**src/rtl/qid_issue_sched.sv**
```systemverilog
// qid_issue_sched: issue scheduler in front of the QID decode stage.
// Pops the instruction buffer, consumes feedback barriers, tracks measurements.
module qid_issue_sched #(
  parameter int CNT_BW = 4,
  parameter int OPCODE_BW = 6,
  parameter logic [OPCODE_BW-1:0] INVALID_OPCODE = 6'd0,
  parameter logic [OPCODE_BW-1:0] LQM_X_OPCODE = 6'd4,
  parameter logic [OPCODE_BW-1:0] LQM_Y_OPCODE = 6'd5,
  parameter logic [OPCODE_BW-1:0] LQM_Z_OPCODE = 6'd6,
  parameter logic [OPCODE_BW-1:0] LQM_FB_OPCODE = 6'd7
) (
  input  logic                 clk,
  input  logic                 rst_n,
  input  logic                 start,
  input  logic                 instbuf_empty,
  input  logic [OPCODE_BW-1:0] instbuf_opcode,
  output logic                 instbuf_rden,
  input  logic                 qifdone,
  input  logic                 reg_stall,
  input  logic                 lmu_meas_done,
  output logic [OPCODE_BW-1:0] dec_opcode,
  output logic                 all_decoded,
  output logic [CNT_BW-1:0]    outstanding,
  output logic                 busy,
  output logic                 err_underflow
);

  localparam logic [2:0] S_IDLE  = 3'd0;
  localparam logic [2:0] S_ISSUE = 3'd1;
  localparam logic [2:0] S_FB    = 3'd2;
  localparam logic [2:0] S_DRAIN = 3'd3;
  localparam logic [2:0] S_DONE  = 3'd4;

  logic [2:0]           state;
  logic [2:0]           state_nxt;
  logic [OPCODE_BW-1:0] dec_nxt;
  logic                 ad_nxt;
  logic [CNT_BW-1:0]    cnt_nxt;
  logic                 err_nxt;
  logic                 head_meas;
  logic                 head_fb;
  logic                 at_max;
  logic                 pop;
  logic                 meas_pop;

  assign head_meas = (instbuf_opcode == LQM_X_OPCODE)
                   | (instbuf_opcode == LQM_Y_OPCODE)
                   | (instbuf_opcode == LQM_Z_OPCODE);
  assign head_fb   = (instbuf_opcode == LQM_FB_OPCODE);
  assign at_max    = &outstanding;

  // A return in the same cycle frees the slot, so a full counter
  // only blocks a measurement when no done arrives alongside it.
  assign pop = (state == S_ISSUE) & ~instbuf_empty & ~reg_stall
             & ~(head_meas & at_max & ~lmu_meas_done);
  assign meas_pop     = pop & head_meas;
  assign instbuf_rden = pop;
  assign busy = (state != S_IDLE) & (state != S_DONE);

  // Measurement counter: never wraps, flags a return with nothing pending.
  always_comb begin
    cnt_nxt = outstanding;
    err_nxt = err_underflow;
    unique case ({meas_pop, lmu_meas_done})
      2'b10: cnt_nxt = outstanding + 1'b1;
      2'b01: begin
        if (outstanding == '0) err_nxt = 1'b1;
        else cnt_nxt = outstanding - 1'b1;
      end
      default: ;
    endcase
  end

  // Issue FSM and decode-opcode selection.
  always_comb begin
    state_nxt = state;
    dec_nxt   = dec_opcode;
    ad_nxt    = all_decoded;
    unique case (state)
      S_IDLE: begin
        dec_nxt = INVALID_OPCODE;
        if (start) state_nxt = S_ISSUE;
      end
      S_ISSUE: begin
        if (pop) begin
          if (head_fb) begin
            dec_nxt   = INVALID_OPCODE;
            state_nxt = S_FB;
          end else begin
            dec_nxt = instbuf_opcode;
          end
        end else if (instbuf_empty & qifdone & ~reg_stall) begin
          dec_nxt   = INVALID_OPCODE;
          state_nxt = S_DRAIN;
        end else if (~reg_stall) begin
          dec_nxt = INVALID_OPCODE;
        end
      end
      S_FB: begin
        if (~reg_stall) dec_nxt = INVALID_OPCODE;
        if (outstanding == '0) state_nxt = S_ISSUE;
      end
      S_DRAIN: begin
        dec_nxt = INVALID_OPCODE;
        if (~reg_stall) begin
          ad_nxt    = 1'b1;
          state_nxt = S_DONE;
        end
      end
      S_DONE: ;
      default: begin
        dec_nxt   = INVALID_OPCODE;
        state_nxt = S_IDLE;
      end
    endcase
  end

  // State registers; reset forgets in-flight measurements.
  always_ff @(posedge clk or negedge rst_n) begin
    if (!rst_n) begin
      state         <= S_IDLE;
      dec_opcode    <= INVALID_OPCODE;
      all_decoded   <= 1'b0;
      outstanding   <= '0;
      err_underflow <= 1'b0;
    end else begin
      state         <= state_nxt;
      dec_opcode    <= dec_nxt;
      all_decoded   <= ad_nxt;
      outstanding   <= cnt_nxt;
      err_underflow <= err_nxt;
    end
  end

endmodule

```
**config.mk**
```make
export PLATFORM = sky130hd
export DESIGN_NAME = qid_issue_sched
export DESIGN_NICKNAME = d
export VERILOG_FILES = /design/src/rtl/qid_issue_sched.sv
export SDC_FILE = /design/constraint.sdc
export NUM_CORES = 1
export LEC_CHECK = 0
export ABC_CLOCK_PERIOD_IN_PS = 2000
export CORE_MARGIN = 8
export CORE_UTILIZATION = 44
export CTS_CLUSTER_DIAMETER = 120
export DETAILED_ROUTE_END_ITERATION = 8
export PLACE_DENSITY = 0.79
export SYNTH_ARGS = -nofsm -noshare
export SYNTH_HDL_FRONTEND = slang
export SYNTH_SLANG_ARGS = --single-unit
```
**constraint.sdc**
```tcl
create_clock -name clk -period 2 [get_ports clk]
set_clock_uncertainty 0.05 [all_clocks]
set_input_delay 0.6 -clock clk [delete_from_list [all_inputs] [get_ports clk]]
set_output_delay 0.6 -clock clk [all_outputs]
set_load 0.05 [all_outputs]
```
======== Yosys cells after proc, flatten, opt, wreduce, memory -nomap -nowiden ========
Index checks and enable logic that the tools add are counted.
word-level totals
  bits in registers ....................... 15
  bits in latches ......................... 0
  RAM bits ................................ 0
  memory bits (read-only) ................. 0
  input bits .............................. 13
  output and inout bits ................... 14
  logic and storage cells ................. 63
  memories ................................ 0
cells by class
  add/sub/neg operators ................... 2
  multiply operators ...................... 0
  divide/modulo/power cells ............... 0
  magnitude comparators ................... 0
  eq/ne operators ......................... 17
  shifts and indexed selects .............. 0
  multiplexer cells ....................... 14
  bitwise gates (word level) .............. 16
  reductions and logical operators ........ 9
operator list
  operator                                              number
  equality test 6 x 3 -> 1 bit (second input constant)  4
  two-way mux 6 bit                                     4
  two-way mux 3 bit                                     6
  one-hot mux 6 bit (3 select lines)                    1
  one-hot mux 3 bit (5 select lines)                    1
  AND 1 bit                                             9
  != test 2 bit (second input constant)                 4
  one-hot mux 4 bit (2 select lines)                    1
  equality test 3 x 2 -> 1 bit (second input constant)  2
  != test 3 bit (second input constant)                 2
  AND reduction 2 bit                                   3
  AND reduction 6 bit                                   1
  NOT 1 bit                                             5
  adder 4 x 1 -> 4 bit (second input constant)          1
  zero test 4 bit                                       1
  two-way mux 4 bit                                     1
  AND reduction 4 bit                                   1
  subtractor 4 x 1 -> 4 bit (second input constant)     1
  equality test 3 x 1 -> 1 bit (second input constant)  1
  equality test 3 bit (second input constant)           1
  zero test 3 bit                                       1
  != test 3 x 2 -> 1 bit (second input constant)        1
  nonzero test 3 bit                                    1
  equality test 2 x 1 -> 1 bit (second input constant)  1
  3 further kinds                                       4

======== Logic depth before layout (Yosys ltp) ========
  word-level depth ........................ 11
  gate-level depth with buffers ........... 9
  mapped depth without buffers ............ 9

======== Worst setup path after synthesis ========
Ideal clock, no wire load.
  path type ............................... in2out
  start point ............................. input port reg_stall
  end point ............................... output port instbuf_rden
  arrival ................................. 1.552 ns
  data required time ...................... 1.350 ns
  setup slack ............................. -0.202 ns
  stages .................................. 3
  buffers on the path ..................... 0
  cells stage by stage .................... nor2_1 -> nand2_1 -> a31oi_2
on the way
  longest elaborated chain between the ends .. 3
RTL lines
  what                 line  text
  from (decl)          19    input logic reg_stall,
  NOT 1 bit (no line)  --
  AND 1 bit            54    assign pop = (state == S_ISSUE) & ~instbuf_empty & ~reg_stall
  AND 1 bit            55    & ~(head_meas & at_max & ~lmu_meas_done);
  to (decl)            17    output logic instbuf_rden,
Every way passes these cells.

======== Worst setup path in the final report ========
  start point ............................. register state[1]
  end point ............................... output port instbuf_rden
on the way
  longest elaborated chain between the ends .. 4
RTL lines
  what                          line  text
  from (decl)                   34    logic [2:0] state;
  from (signal assigned)        127   state <= state_nxt;
  equality test 3 x 1 -> 1 bit  54
  AND 1 bit (2 in series)       54
  AND 1 bit                     55
Every way passes these cells.

==> flow_summary.toml <==
[grt]
grt_usage = 0.1325
met3_usage = 0.02820
antenna_found_initial = 0
grt_pass1_wl_um = 3532
use_met1 = 0.1570
top_usage_layer = "met2"
grt-ovfl-total = 0
grt_max_degree = 16
grt_use_met2 = 0.2203
grt_pass1_vias = 790

[setup_path]
r2r-start = "state[1]"
ff2ff_setup_slack_ns = 0.10
arrival_ns = 1.41
setup.worst_path.start_class = "register"
crit_type = "register to output port"
cp_cell_sequence = "nor3b_4 > nand2_2 > a31oi_4 > buf_12"
critPathMaxFanout = 2
r2r-end = "outstanding[2]"
ff2ff_path_depth = 9
required_ns = 1.35
slowest_delay_ns = 0.41
crit_slowest_cell = "dfrtp_1"
worstSetupEndpointType = "output port"

[place]
gp_congestion = 0.8236
port-buffer-count = 26
placed_area_um2 = 1274
dp_hpwl_um = 1694

[cells_and_area]
multi_input_area_um2 = 481.7
layout_common_cells = "buf_4, dfrtp_1, a22o_1"
ff_latch_area_um2 = 375.4
fillCellCount = 126
area_delta_synth_final_pct = 64.48
drive_gt1_frac = 0.4677
stdcell_area_um2 = 1350
diodes = 0
nets = 139
final_common_cell = "buf_4"

[floorplanning]
coreArea_um2 = 1745
std_cell_rows = 15
die_width_um = 59.19
die_y_um = 59.19
die_area_um2 = 3503
pin_count = 27
start_util = 0.4703

[power]
p_leak_nw = 0.6367
vdd_drop_max_uv = 1150
power_mw = 2.119
p_per_area_nw_per_um2 = 1569

[synth]
synth_area_um2 = 820.8
synth_flop_cell = "dfrtp_1"
synth_top_area_share = 0.4573
synth_area_leader_cell = "dfrtp_1"
synthesis.nets = 88
synth.ff_latch_count = 15
netlist_instances = 74
synth_edf_count = 0
avgSynthCellArea_um2 = 11.09
ys_types = 33
yosysWarnings = 0
ys_top_cells_by_area = "dfrtp_1, a22o_1, nand2_1"
async_flop_share = 1.000
synth-seq-area-share = 0.4573

[cts]
insertion_delay_ns = 0.28
cts-root-buf = "clkbuf_4"
cts_buffers = 3
hold_buffers = 0
cts_tree = "done"
clk_pin_slew_worst_paths_ns = 0.08
clockBufferDepth = 2
cts_sinks = 15
htree_levels = 1

[routing]
drtPass1Iterations = 4
ant_nets = 0
via_per_inst = 4.966
wl_per_cell_um = 14.80
wirelength_um = 2205
drc = 0
initialDrtViolationCount = 24
via_count = 740

[timing]
setup_violations = 2
hold_slack_ns = 0.4209
rsz0062_at_grt = "true"
fin_crit_sh = 1.029
timing.slew.headroom = 0.5903
worst_slack_ns = -0.05871
tightest_slew_ns = 0.6089
fmax_mhz = 485.7
period_minus_slack_ns = 2.059
final_max_slew_viol_count = 0
hold_viol = 0

[worst_hold_path]
min_from = "all_decoded"
hold_path_class = "register to register"
hold_depth = 1
whs_endpoint = "all_decoded"

[outcome]
status = "finished, violations left"
violations = "negative setup slack"

[flow_run]
drv_cap = 0
worst max-delay path by stage:
stage / depth (start not counted) / slack, ns / to / from
finish: 4 / -0.06 / instbuf_rden / state[1]
global route: 4 / -0.11 / instbuf_rden / state[1]
CTS: 4 / -0.07 / instbuf_rden / state[2]
detailed placement: 9 / -0.58 / outstanding[2] / instbuf_opcode[4]
global placement: 5 / -0.52 / instbuf_rden / instbuf_opcode[4]
floorplan: 9 / -0.18 / outstanding[2] / instbuf_opcode[4]
layout make-up:
class | count | share of cell area
multi-input cells | 55 | 0.3568
well taps | 25 | 0.02317
flip-flops and latches | 15 | 0.2780
repair buffers | 46 | 0.3114
clock buffers | 4 | 0.01946
inverters | 4 | 0.01112
kinds of logic after synthesis:
family	after synthesis	share of synthesized area
simple gates	27	0.2210
flops	15	0.4573
mux	3	0.05335
compound gates	20	0.1921
xor+xnor	4	0.04269
buf+inv	4	0.01829
fa+ha+maj	1	0.01524
flip-flops by register name, indices dropped and copies added (netlist names):
signal         count
all_decoded        1
dec_opcode         6
err_underflow      1
outstanding        4
state              3
per-stage QoR:
stage	util	setup slack, ns	instances	setup TNS [ns]
CTS	0.7685	-0.06510	148	-0.09650
finish	0.7735	-0.05871	149	-0.07444
floorplan	-	-0.1782	74	-0.3412
global route	0.7735	-0.1110	149	-0.2101
detailed placement	0.7297	-0.5849	141	-4.613
global placement	0.7297	-0.5229	141	-4.125
metal layers:
| layer | wire [um] | vias to the layer above |
|---|---|---|
| met5 | 0 | - |
| met4 | 27 | 0 |
| met3 | 103 | 4 |
| met2 | 1098 | 15 |
| met1 | 975 | 350 |
| li1 | - | 371 |
repair_timing:
action                                  CTS  global route
setup buffers                             4             1
pin swaps                                 7             3
gates resized for setup                  32             3
endpoints found under the setup margin    7             4
where the power goes:
group | internal (mW) | switching (mW)
registers | 0.418 | 0.0891
logic | 0.650 | 0.794
clock network | 0.0774 | 0.0905
critical path: cells and delay by family (launching register included):
family          cells  cell delay [ns]
buf+inv             1             0.16
flops               1             0.41
compound gates      1             0.20
simple gates        2             0.36
synth_stat cells, types with 2 or more instances:
cell / n
a21oi_1: 2
nand2b_1: 3
xnor2_1: 2
nand2_1: 7
o21ai_1: 3
nand3b_1: 2
dfrtp_1: 15
xor2_1: 2
nor2_1: 6
a22o_1: 6
inv_1: 4
Note: power is estimated with default switching activity, not from simulation.
